<file path="src/rtl/aq_mmu_smcir_rsp.sv">
// aq_mmu_smcir_rsp: MMU-side responder for the CP0 MMU-maintenance CSRs.
// Holds smir/smeh/smel and a satp shadow; runs smcir commands on the jTLB port.
module aq_mmu_smcir_rsp #(
   parameter int ENTRIES  = 128,
   parameter int ENTRY_AW = 7,
   parameter int TLB_W    = 89
) (
   input  logic                forever_cpuclk,
   input  logic                cpurst,
   input  logic [63:0]         cp0_mmu_csr_wdata,
   input  logic                cp0_mmu_smcir_wen,
   input  logic                cp0_mmu_smir_wen,
   input  logic                cp0_mmu_smeh_wen,
   input  logic                cp0_mmu_smel_wen,
   input  logic                cp0_mmu_satp_wen,
   input  logic [63:0]         cp0_mmu_satp_data,
   input  logic [1:0]          cp0_mmu_csr_sel,
   output logic [63:0]         mmu_cp0_data,
   output logic                mmu_cp0_cmplt,
   output logic [15:0]         mmu_satp_asid,
   output logic [3:0]          mmu_satp_mode,
   output logic                mmu_tlb_req,
   output logic                mmu_tlb_wen,
   output logic [ENTRY_AW-1:0] mmu_tlb_idx,
   output logic [TLB_W-1:0]    mmu_tlb_wdata,
   input  logic                tlb_mmu_gnt,
   input  logic                tlb_mmu_rvalid,
   input  logic [TLB_W-1:0]    tlb_mmu_rdata
);

   localparam logic [1:0] IDLE    = 2'd0;
   localparam logic [1:0] ISSUE   = 2'd1;
   localparam logic [1:0] WAIT_RD = 2'd2;
   localparam logic [1:0] CMPLT   = 2'd3;

   localparam logic [2:0] OP_P  = 3'd0;
   localparam logic [2:0] OP_R  = 3'd1;
   localparam logic [2:0] OP_WI = 3'd2;
   localparam logic [2:0] OP_WR = 3'd3;
   localparam logic [2:0] OP_IA = 3'd4;
   localparam logic [2:0] OP_IS = 3'd5;

   localparam logic [ENTRY_AW-1:0] LAST = ENTRY_AW'(ENTRIES - 1);

   logic [1:0]          state_q, state_d;
   logic [2:0]          op_q, op_d;
   logic [ENTRY_AW-1:0] idx_q, idx_d;
   logic [ENTRY_AW-1:0] rnd_q;
   logic                wen_q, wen_d;
   logic [TLB_W-1:0]    wdat_q, wdat_d;
   logic [15:0]         opasid_q, opasid_d;
   logic [ENTRY_AW-1:0] sidx_q, sidx_d;
   logic                sp_q, sp_d;
   logic [15:0]         asid_q, asid_d;
   logic [2:0]          pgs_q, pgs_d;
   logic [26:0]         vpn_q, vpn_d;
   logic [27:0]         ppn_q, ppn_d;
   logic [13:0]         flg_q, flg_d;
   logic [15:0]         satp_asid_q;
   logic [3:0]          satp_mode_q;

   logic                r_vld;
   logic [26:0]         r_vpn;
   logic [15:0]         r_asid;
   logic                r_hit;
   logic                last;
   logic [TLB_W-1:0]    new_ent;
   logic [63:0]         w;
   logic                unused;

   assign w       = cp0_mmu_csr_wdata;
   assign r_vld   = tlb_mmu_rdata[88];
   assign r_vpn   = tlb_mmu_rdata[87:61];
   assign r_asid  = tlb_mmu_rdata[60:45];
   assign r_hit   = r_vld && (r_vpn == vpn_q) && (r_asid == asid_q);
   assign last    = (idx_q == LAST);
   assign new_ent = {1'b1, vpn_q, asid_q, pgs_q, ppn_q, flg_q};
   assign unused  = ^{w[62:46], cp0_mmu_satp_data[43:0]};

   always_comb begin
      state_d  = state_q;
      op_d     = op_q;
      idx_d    = idx_q;
      wen_d    = wen_q;
      wdat_d   = wdat_q;
      opasid_d = opasid_q;
      sidx_d   = sidx_q;
      sp_d     = sp_q;
      asid_d   = asid_q;
      pgs_d    = pgs_q;
      vpn_d    = vpn_q;
      ppn_d    = ppn_q;
      flg_d    = flg_q;
      if (cp0_mmu_smir_wen) begin
         sidx_d = w[ENTRY_AW-1:0];
         sp_d   = w[63];
      end
      if (cp0_mmu_smeh_wen) begin
         asid_d = w[15:0];
         pgs_d  = w[18:16];
         vpn_d  = w[45:19];
      end
      if (cp0_mmu_smel_wen) begin
         flg_d = w[13:0];
         ppn_d = w[41:14];
      end
      // TLB results are applied after CSR writes so they win a same-cycle clash
      unique case (state_q)
         IDLE: begin
            if (cp0_mmu_smcir_wen) begin
               state_d  = ISSUE;
               idx_d    = '0;
               wen_d    = 1'b1;
               wdat_d   = new_ent;
               opasid_d = w[15:0];
               if (w[31]) begin
                  op_d  = OP_P;
                  wen_d = 1'b0;
               end else if (w[30]) begin
                  op_d  = OP_R;
                  wen_d = 1'b0;
                  idx_d = sidx_q;
               end else if (w[29]) begin
                  op_d  = OP_WI;
                  idx_d = sidx_q;
               end else if (w[28]) begin
                  op_d  = OP_WR;
                  idx_d = rnd_q;
               end else if (w[26]) begin
                  op_d   = OP_IA;
                  wdat_d = '0;
               end else if (w[25]) begin
                  op_d  = OP_IS;
                  wen_d = 1'b0;
               end else begin
                  state_d = CMPLT;
               end
            end
         end
         ISSUE: begin
            if (tlb_mmu_gnt) begin
               if (!wen_q) begin
                  state_d = WAIT_RD;
               end else if (op_q == OP_WI || op_q == OP_WR || last) begin
                  state_d = CMPLT;
               end else begin
                  idx_d = idx_q + 1'b1;
                  wen_d = (op_q == OP_IA);
               end
            end
         end
         WAIT_RD: begin
            if (tlb_mmu_rvalid) begin
               state_d = ISSUE;
               if (op_q == OP_R) begin
                  vpn_d   = r_vpn;
                  asid_d  = r_asid;
                  pgs_d   = tlb_mmu_rdata[44:42];
                  ppn_d   = tlb_mmu_rdata[41:14];
                  flg_d   = tlb_mmu_rdata[13:0];
                  state_d = CMPLT;
               end else if (op_q == OP_P) begin
                  if (r_hit) begin
                     sidx_d  = idx_q;
                     sp_d    = 1'b0;
                     state_d = CMPLT;
                  end else if (last) begin
                     sp_d    = 1'b1;
                     state_d = CMPLT;
                  end else begin
                     idx_d = idx_q + 1'b1;
                  end
               end else if (r_vld && r_asid == opasid_q) begin
                  wen_d  = 1'b1;
                  wdat_d = {1'b0, tlb_mmu_rdata[TLB_W-2:0]};
               end else if (last) begin
                  state_d = CMPLT;
               end else begin
                  idx_d = idx_q + 1'b1;
               end
            end
         end
         default: state_d = IDLE;
      endcase
   end

   always_ff @(posedge forever_cpuclk or posedge cpurst) begin
      if (cpurst) begin
         state_q     <= IDLE;
         op_q        <= OP_P;
         idx_q       <= '0;
         rnd_q       <= '0;
         wen_q       <= 1'b0;
         wdat_q      <= '0;
         opasid_q    <= '0;
         sidx_q      <= '0;
         sp_q        <= 1'b0;
         asid_q      <= '0;
         pgs_q       <= '0;
         vpn_q       <= '0;
         ppn_q       <= '0;
         flg_q       <= '0;
         satp_asid_q <= '0;
         satp_mode_q <= '0;
      end else begin
         state_q  <= state_d;
         op_q     <= op_d;
         idx_q    <= idx_d;
         rnd_q    <= rnd_q + 1'b1;
         wen_q    <= wen_d;
         wdat_q   <= wdat_d;
         opasid_q <= opasid_d;
         sidx_q   <= sidx_d;
         sp_q     <= sp_d;
         asid_q   <= asid_d;
         pgs_q    <= pgs_d;
         vpn_q    <= vpn_d;
         ppn_q    <= ppn_d;
         flg_q    <= flg_d;
         if (cp0_mmu_satp_wen) begin
            satp_mode_q <= cp0_mmu_satp_data[63:60];
            satp_asid_q <= cp0_mmu_satp_data[59:44];
         end
      end
   end

   always_comb begin
      mmu_cp0_data = '0;
      unique case (cp0_mmu_csr_sel)
         2'd0: begin
            mmu_cp0_data[63]           = sp_q;
            mmu_cp0_data[ENTRY_AW-1:0] = sidx_q;
         end
         2'd1: mmu_cp0_data = {18'b0, vpn_q, pgs_q, asid_q};
         2'd2: mmu_cp0_data = {22'b0, ppn_q, flg_q};
         default: mmu_cp0_data = '0;
      endcase
   end

   assign mmu_cp0_cmplt = (state_q == CMPLT);
   assign mmu_tlb_req   = (state_q == ISSUE);
   assign mmu_tlb_wen   = wen_q;
   assign mmu_tlb_idx   = idx_q;
   assign mmu_tlb_wdata = wdat_q;
   assign mmu_satp_asid = satp_asid_q;
   assign mmu_satp_mode = satp_mode_q;

endmodule

</file>
<file path="config.mk">
export PLATFORM = sky130hd
export DESIGN_NAME = aq_mmu_smcir_rsp
export DESIGN_NICKNAME = d
export VERILOG_FILES = /design/src/rtl/aq_mmu_smcir_rsp.sv
export SDC_FILE = /design/constraint.sdc
export NUM_CORES = 1
export LEC_CHECK = 0
export ABC_AREA = 1
export CAP_MARGIN = 20
export CORE_ASPECT_RATIO = 0.6
export CORE_MARGIN = 1
export CORE_UTILIZATION = 52
export CTS_CLUSTER_DIAMETER = 150
export CTS_CLUSTER_SIZE = 25
export DETAILED_ROUTE_END_ITERATION = 12
export GPL_TIMING_DRIVEN = 0
export PLACE_DENSITY_LB_ADDON = 0.05
export SETUP_SLACK_MARGIN = 0.4
export SYNTH_ARGS = -nofsm -noshare
export SYNTH_HDL_FRONTEND = slang
export SYNTH_SLANG_ARGS = --single-unit
</file>
<file path="constraint.sdc">
create_clock -name forever_cpuclk -period 20.1 [get_ports forever_cpuclk]
set_clock_uncertainty 0.1 [all_clocks]
set_input_delay 4.02 -clock forever_cpuclk [delete_from_list [all_inputs] [get_ports forever_cpuclk]]
set_output_delay 4.02 -clock forever_cpuclk [all_outputs]
set_load 0.005 [all_outputs]
</file>
==> results of run 1 <==
layout make-up:
type / instances / area (um^2)
Clock inverter: 1 / 11.3
Multi-Input combinational cell: 1133 / 6370
Antenna cell: 2 / 5.00
Inverter: 160 / 609
Clock buffer: 13 / 325
Fill cell: 2134 / 7720
Tap cell: 352 / 440
Timing Repair Buffer: 329 / 3310
Buffer: 113 / 631
Sequential cell: 241 / 6030
Yosys cell counts, types with 7 or more instances:
library cell	instances
a21oi_1	116
inv_2	11
buf_2	12
nor2_1	113
nand3_1	29
ha_1	10
o21ai_1	70
a22oi_1	8
a22oi_2	77
xor2_1	7
o31ai_2	30
buf_6	14
xnor2_1	17
inv_1	144
buf_1	7
clkbuf_1	57
o21ai_0	98
nand2_1	449
mux2_2	21
mux2i_1	40
dfrtp_1	241
buf_4	23
worst max-delay path, delay by kind of cell:
family	cells	cell delay, ns
adder cells (fa/ha/maj)	1	0.16
AND/OR/NAND/NOR	1	0.23
buffers and inverters	5	2.27
AO/OA/AOI/OAI	1	0.23
power breakdown:
part	internal, mW	leakage, nW	total [mW]	switching [mW]
registers	0.634	2.92	0.770	0.137
logic	0.529	4.88	1.15	0.618
clock network	0.119	0.166	0.285	0.166
state kept, by name (all words and copies together) (netlist names):
register       count
mmu_tlb_wdata     89
ppn_q             28
vpn_q             27
asid_q            16
mmu_satp_asid     16
opasid_q          16
flg_q             14
mmu_tlb_idx        7
rnd_q              7
sidx_q             7
mmu_satp_mode      4
op_q               3
pgs_q              3
state_q            2
mmu_tlb_wen        1
sp_q               1
metal layers:
| metal | part of all wire (%) | vias up |
|---|---|---|
| met5 | 0 | - |
| met4 | 2.8 | 0 |
| met3 | 16 | 93 |
| met2 | 39 | 901 |
| met1 | 43 | 6470 |
| li1 | - | 6023 |
logic make-up after synthesis:
| logic type | synth area share [%] |
|---|---|
| and+or+nand+nor | 17.4 |
| AOI/OAI and AO/OA | 21.9 |
| buffers and inverters | 9.08 |
| DFF | 44.4 |
| muxes | 4.69 |
| xor gates and xnor gates | 1.55 |
| adders and majority gates | 0.922 |
| other | 0.0276 |
metrics by stage:
| step | instances | total power, mW |
|---|---|---|
| after floorplan | 1647 | 1.41 |
| after global placement | 2327 | 1.87 |
| after detailed placement | 2328 | 1.90 |
| after CTS | 2342 | 2.18 |
| after global routing | 2343 | 2.31 |
| final | 2344 | 2.20 |
worst min-delay path by stage:
| stage | from | endpoint | slack (ns) |
|---|---|---|---|
| CTS | rnd_q[6]$_DFF_PP0_ | rnd_q[6]$_DFF_PP0_ | 0.40 |
| global placement | rnd_q[6]$_DFF_PP0_ | rnd_q[6]$_DFF_PP0_ | 0.36 |
| global route | mmu_tlb_wdata[85]$_DFFE_PP0P_ | mmu_tlb_wdata[85]$_DFFE_PP0P_ | 0.42 |
| floorplan | rnd_q[0]$_DFF_PP0_ | rnd_q[0]$_DFF_PP0_ | 0.33 |
| finish | rnd_q[6]$_DFF_PP0_ | rnd_q[6]$_DFF_PP0_ | 0.40 |
| detailed placement | mmu_tlb_wdata[88]$_DFFE_PP0P_ | mmu_tlb_wdata[88]$_DFFE_PP0P_ | 0.38 |
==> results.md, run 1 <==
- Clock-pin slew was measured on the worst setup and hold paths at 0.10 ns.
- Prior to clock tree synthesis, the placed netlist has a worst setup slack of 9.15 ns.
- For met3 alone, demand over resource in global routing was 15.7%.
- The floorplan step set the die width to 211 um.
- The minimum clock period is 11.03 ns.
- Counting every sink on the clock net gives 241.
- In this run the worst setup path terminates at mmu_cp0_data[39].
- The count of instances resized after the clock tree is built is 0.
- The number of post-CTS setup repair buffers is 0.
- The area of the mapped netlist is 13600 um^2.
- The area share of the largest cell type after synthesis is 44.4%.
- The post-route worst setup slack is between 9 and 10 ns.
- The worst pin sits at a relative slew slack of a little over two fifths.
- The category of the worst setup path capture point is a primary output.
- The synthesized instance count is around 1.6k.
- The finished cells cover around 18000 um^2.
- In the final timing run, aggregate negative setup slack is 0 ns.
- During synthesis, Yosys emitted a total of 0 warnings.
- The site row count is 45.
- The total wire length after detailed routing is 53000 um.
- Power spread over the standard cell area amounts to roughly 120 nW/um^2.
- Global routing consumed, on the met1 layer, 59.1% of the routing resources.
- Global routing used 39.5% of the available tracks across all layers.
- The via count of the first global-routing pass is 12.4k.
- At the worst endpoint, the arrival time is 6.91 ns.
- The buffer type at the clock tree root is clkbuf_16.
- The area growth from synthesis to layout is 30.7%.
- The origin of the critical flop-to-flop path is state_q[0]$_DFFE_PP0P_.
- After synthesis, the cell types taking the most area are dfrtp_1, nand2_1, a22oi_2.
- The number of failing setup endpoints in the final timing report is 0.
- Static timing analysis puts the maximum clock frequency at 90.6 MHz.
- Final hold analysis gives a worst-case slack of a little under 0.4 ns.
- The number of enable flip-flop cells after synthesis is 0.
- For flop-to-flop paths, the worst setup slack is roughly 17 ns.
- The number of library cell types mapped by synthesis is 43.
- The origin of the worst setup path is cp0_mmu_csr_sel[1].
- The post-route antenna net violation count is 0.
- The share of the clock period used by the worst path is 54.9%.
- The critical path data required time is around 16 ns.
- The first global-routing pass estimated ~80000 um of wire.
- After global routing the overflow that remains totals 0.
- The start-to-end type of the worst setup path is input port to primary output.
- The flow ran to the end, and the final reports show no timing, DRC or antenna violations.
- The library cells used most frequently in the layout, excluding fill and tap cells, are nand2_1, clkdlybuf4s50_1, dfrtp_1.
- The most used routing layer is met1.
- The detailed-routing iteration count for the pre-antenna-repair pass is 6.
- The placed instances occupy a cell area of 17400 um^2.
- The most frequent standard cell in the layout excluding fill and tap cells is nand2_1.
- The post-detailed-route via-to-cell ratio is 5.75.
- For this run, global-route usage on met2 was measured as 52.1%.
- For the pin with the worst max-slew slack, the measured transition is between 0.8 and 0.9 ns.
- The die covers 26800 um^2.
- The max-slew violation count is 0.
- The depth of the CTS H-tree is 1.
- In this run the standard cell core region covers 25400 um^2.
- For the worst flop-to-flop path, the logic depth is 7.
- The reported max-cap violation count is 0.
- The type of the tightest min-delay check is flop to flop.
- The top cell type by total area after synthesis is dfrtp_1.
- In this run, post-CTS hold repair placed 0 buffers.
- Along the worst path, the maximum fanout reaches 10.
- The congestion estimate from routability-driven global placement came to 1.05.
- Along the worst hold path, the cell count comes to 1.
- The analysis attributes to cell leakage a power of 7.96 nW.
- The signal on the critical path passes through clkdlybuf4s50_1 -> inv_1 -> ha_1 -> clkbuf_1 -> clkbuf_1 -> nand2_1 -> a21oi_1 -> clkdlybuf4s50_1.
- Setup repair after global routing left no endpoint under its margin.
- In the routed design, unresolved DRC markers number 0.
- The boundary pin count is between 400 and 500.
- The count of vias placed by the detailed router is 13.5k.
- The most used flip-flop cell after synthesis is dfrtp_1.
- The category of the worst setup path launch point is an input port.
- The number of port buffers is 328.
- TritonCTS built the clock tree.
- Measured along the y axis, the die boundary spans 127 um.
- The detail-routed net length per standard cell is 22.6 um.
- In this run, the number of DRC markers left after iteration 0 of detailed routing was 1755.
- The largest net degree at the start of global routing is 130.
- The slowest stage of the critical path belongs to the cell clkbuf_1.
- IR analysis of the VDD net gives a maximum drop of 0.0000684 V.
- The clock buffer count from CTS is 13.
- A synthesized cell averages between 8 and 9 um^2.
- After synthesis the netlist holds a flip-flop and latch count of 241.
- The number of antenna violations at the first check in global routing was 1.
- The clock passes through at most 3 buffers.
- The effective utilization at floorplan is a little over half.
- In this run the critical register-to-register path is captured at asid_q[14]$_DFF_PP0_.
- The share of flip-flops with an asynchronous set or reset after synthesis is 100%.
- The share of post-route cells with drive strength above 1 is 11.0%.
- The clock reaches the later pin of the worst-skew pair after 0.50 ns.
- At the end of the flow, the number of nets in the layout was about 2.2k.
- The number of hold-slack violations in the final timing report was 0.
- The biggest cell delay along the critical path is 0.62 ns.
- Sequential elements use 44.4% of the synthesized area.
- The final standard cell utilization of the core is a little over two thirds.
- The sum of net half-perimeters after detailed placement is approximately 41000 um.
(Power assumes the default switching activity.)
==> run 2: changes to the inputs <==
CORE_UTILIZATION = 48   (was 52)
clock period = 10.3 ns   (was 20.1 ns; I/O delays follow)
==> run 2 against run 1 <==
Global-route usage shrank 2.1 points. Clock power increased by 98%. Sequential share of layout area decreased by 0.079 points. Via count fell by 0.36%. Sequential power is 95% higher. Non-clock buffer count increased by 1. Total power is 96% higher. Clock-buffer cell count unchanged. Cell count up 0.60%. Combinational power rose by 96%. Critical path type unchanged.
==> results.md, run 2 (synthesis gave the netlist of run 1 again) <==
- The run finished with clean final reports.
- The endpoint identified for the worst register-to-register timing path is asid_q[13]$_DFF_PP0_.
- The largest fanout on the critical path is 10 (unchanged).
- The setup slack of the most critical reg-to-reg path is 7.34 ns (-9.95 ns).
- The final net count is 2230 (+0.045%).
- The reported max-cap violation count came to 0 (unchanged).
- The critical path data required time is 8.14 ns (-7.84 ns).
- The clock sink count was 241 (unchanged).
- The number of port buffers came to 328 (unchanged).
- The number of stages on the worst hold path came to 1 (unchanged).
- The top cell types in the final layout, fill and taps aside, are nand2_1, clkdlybuf4s50_1, dfrtp_1.
- The maximum count of clock buffers along a single path is 3 (unchanged).
- Setup repair after global routing left no endpoint under its margin.
- The clock transition at the registers of the reported paths is 0.11 ns (about the same).
- The largest net degree at the start of global routing is 109 (-16%).
- Timing would allow up to roughly 140 MHz.
- The detailed-routing iteration count for the pre-antenna-repair pass is 6 (unchanged).
- The number of standard cells in the layout, taps in and fillers out is 2358 (+0.60%).
- The total wire length after detailed routing is 54200 um (+2.3%).
- The count of instances resized after the clock tree is built is 0 (unchanged).
- The iteration-0 DRC count of the detailed router was 1756 (+0.057%).
- The count of inserted antenna diode cells was 0 (-2).
- The transition time at the pin with the least slew margin is 0.828 ns (-0.0295 ns).
- The worst path uses 68.4% of the clock period.
- The global-route wire length before repair is 80200 um (+2.8%).
- From synthesis to final layout, the design area changed by 31.0%.
- STA classifies the critical path startpoint as an input port.
- The overall global routing resource usage came to 37.4% (-2.1 points).
- The site row count was 47 (+4.4%).
- The post-detailed-route via-to-cell ratio is 5.70 (-0.95%).
- The category of the worst setup path capture point is a primary output.
- The height of the chip came to 132 um (+4.0%).
- The max-slew violation count is 0 (unchanged).
- The path depth of the worst reg2reg path came to 7 (unchanged).
- The number of failing setup endpoints in the final timing report was 0 (unchanged).
- The power density relative to cell area is 243 nW/um^2 (+96%).
- The number of design rule violations left after detail routing is 0 (unchanged).
- The power after layout is 4.32 mW (+96%).
- The depth of the CTS H-tree was 1 (unchanged).
- The sum of net half-perimeters after detailed placement is 42500 um (+2.7%).
- The area after detailed placement came to 17400 um^2 (+0.27%).
- The total congestion overflow after global routing is 0 (unchanged).
- The startpoint identified for the worst register-to-register timing path is state_q[0]$_DFFE_PP0P_.
- The count of vias placed by the detailed router is 13.4k (-0.36%).
- The share of post-route cells with drive strength above 1 was 11.0% (+0.045 points).
- The critical path is of the input port to primary output type.
- The number of post-CTS setup repair buffers is 0 (unchanged).
- The relative slew slack was 44.8% (+2.0 points).
- The via count of the first global-routing pass is 12.5k (+0.95%).
- The final cell area excluding filler cells is 17800 um^2 (+0.23%).
- The total of fill cells in the finished design is 2440 (+14%).
- The clock network latency to the later pin of the worst-skew pair is 0.49 ns (about the same).
- The number of hold-slack violations in the final timing report is 0 (unchanged).
- The library cell used most frequently in the layout, excluding fill and tap cells, is nand2_1.
- The clock buffer count from CTS came to 13 (unchanged).
- The final weighted congestion of routability-driven global placement is 1.03 (-2.3%).
- The post-route antenna net violation count is 0 (unchanged).
- The minimum clock period is between 7 and 8 ns.
- The core footprint is 27700 um^2 (+8.8%).
- The boundary pin count came to 411 (unchanged).
- The worst hold path terminates at rnd_q[6]$_DFF_PP0_.
- The chip width came to 219 um (+4.0%).
- The flip-flop count of the largest register, all copies and words added was 89 (unchanged).
- The number of antenna violations at the first check in global routing came to 1 (unchanged).
- The buffer type at the clock tree root is clkbuf_16.
- The leakage power of the design is 7.98 nW (+0.16%).
- The detail-routed net length per standard cell is 23.0 um (+1.7%).
- The highest ir drop seen on vdd was 0.000130 V (+91%).
- The die outline area is 29000 um^2 (+8.2%).
- The effective utilization at floorplan came to 49.0% (-4.3 points).
- The final standard cell utilization of the core is 64.2% (-5.5 points).
- The type of the tightest min-delay check is flop to flop.
- The arrival time at the worst endpoint is 4.88 ns (-2.03 ns).
- The startpoint of the lowest-slack hold path is rnd_q[6]$_DFF_PP0_.
- The number of hold buffers added after cts is 0 (unchanged).
- TritonCTS built the clock tree.
- The placed instance count is 2344 (+0.69%).
run 2: cell count changes in the layout (fill, tap and decap cells not counted):
| cell | delta |
|---|---|
| buf_16 | +1 |
| diode_2 | -2 |
run 2: stage by stage:
step	hold WS [ns]	setup WS [ns]	setup TNS, ns
4_1_cts	0.381	3.32	0
2_1_floorplan	0.335	1.52	0
6_report	0.380	3.26	0
3_5_place_dp	0.366	3.34	0
5_1_grt	0.416	3.18	0
3_3_place_gp	0.360	-2.05	-485.31
run 2: per-layer routing:
layer  share of wire, %  vias up  GRT usage [%]
met5              0.020        -              0
met4                2.1        2           7.29
met3                 14       68           11.6
met2                 39      833           49.0
met1                 45     6516           59.1
li1                   -     6019              -
run 2: critical path, cell delays in order:
cell             delay [ns]
clkdlybuf4s50_1        0.46
inv_1                  0.10
ha_1                   0.14
clkbuf_1               0.51
clkbuf_1               0.55
nand2_1                0.23
a21oi_1                0.28
clkdlybuf4s50_1        0.55
run 2: report_power, final:
part           switching, mW  internal, mW
combinational           1.22          1.03
sequential             0.267          1.24
clock                  0.332         0.232
total                   1.81          2.50
run 2: final cells by class:
type	count	area, um^2	area share [%]
Multi-Input combinational cell	1133	6370	35.8
Sequential cell	241	6030	33.9
Timing Repair Buffer	330	3340	18.8
Buffer	113	631	3.55
Inverter	160	609	3.43
Tap cell	367	459	2.58
Clock buffer	13	325	1.83
Clock inverter	1	11.3	0.0634
run 2: how the worst max path moves through the flow:
stage                       start                            to  slack [ns]  depth (start not counted)
6_report       cp0_mmu_csr_sel[1]              mmu_cp0_data[26]        3.26                          8
5_1_grt        cp0_mmu_csr_sel[0]              mmu_cp0_data[26]        3.18                          7
4_1_cts        cp0_mmu_csr_sel[1]              mmu_cp0_data[26]        3.32                          8
3_5_place_dp   cp0_mmu_csr_sel[1]              mmu_cp0_data[26]        3.34                          8
3_3_place_gp               cpurst  mmu_tlb_wdata[3]$_DFFE_PP0P_       -2.05                          2
2_1_floorplan              cpurst           asid_q[0]$_DFF_PP0_        1.52                          1
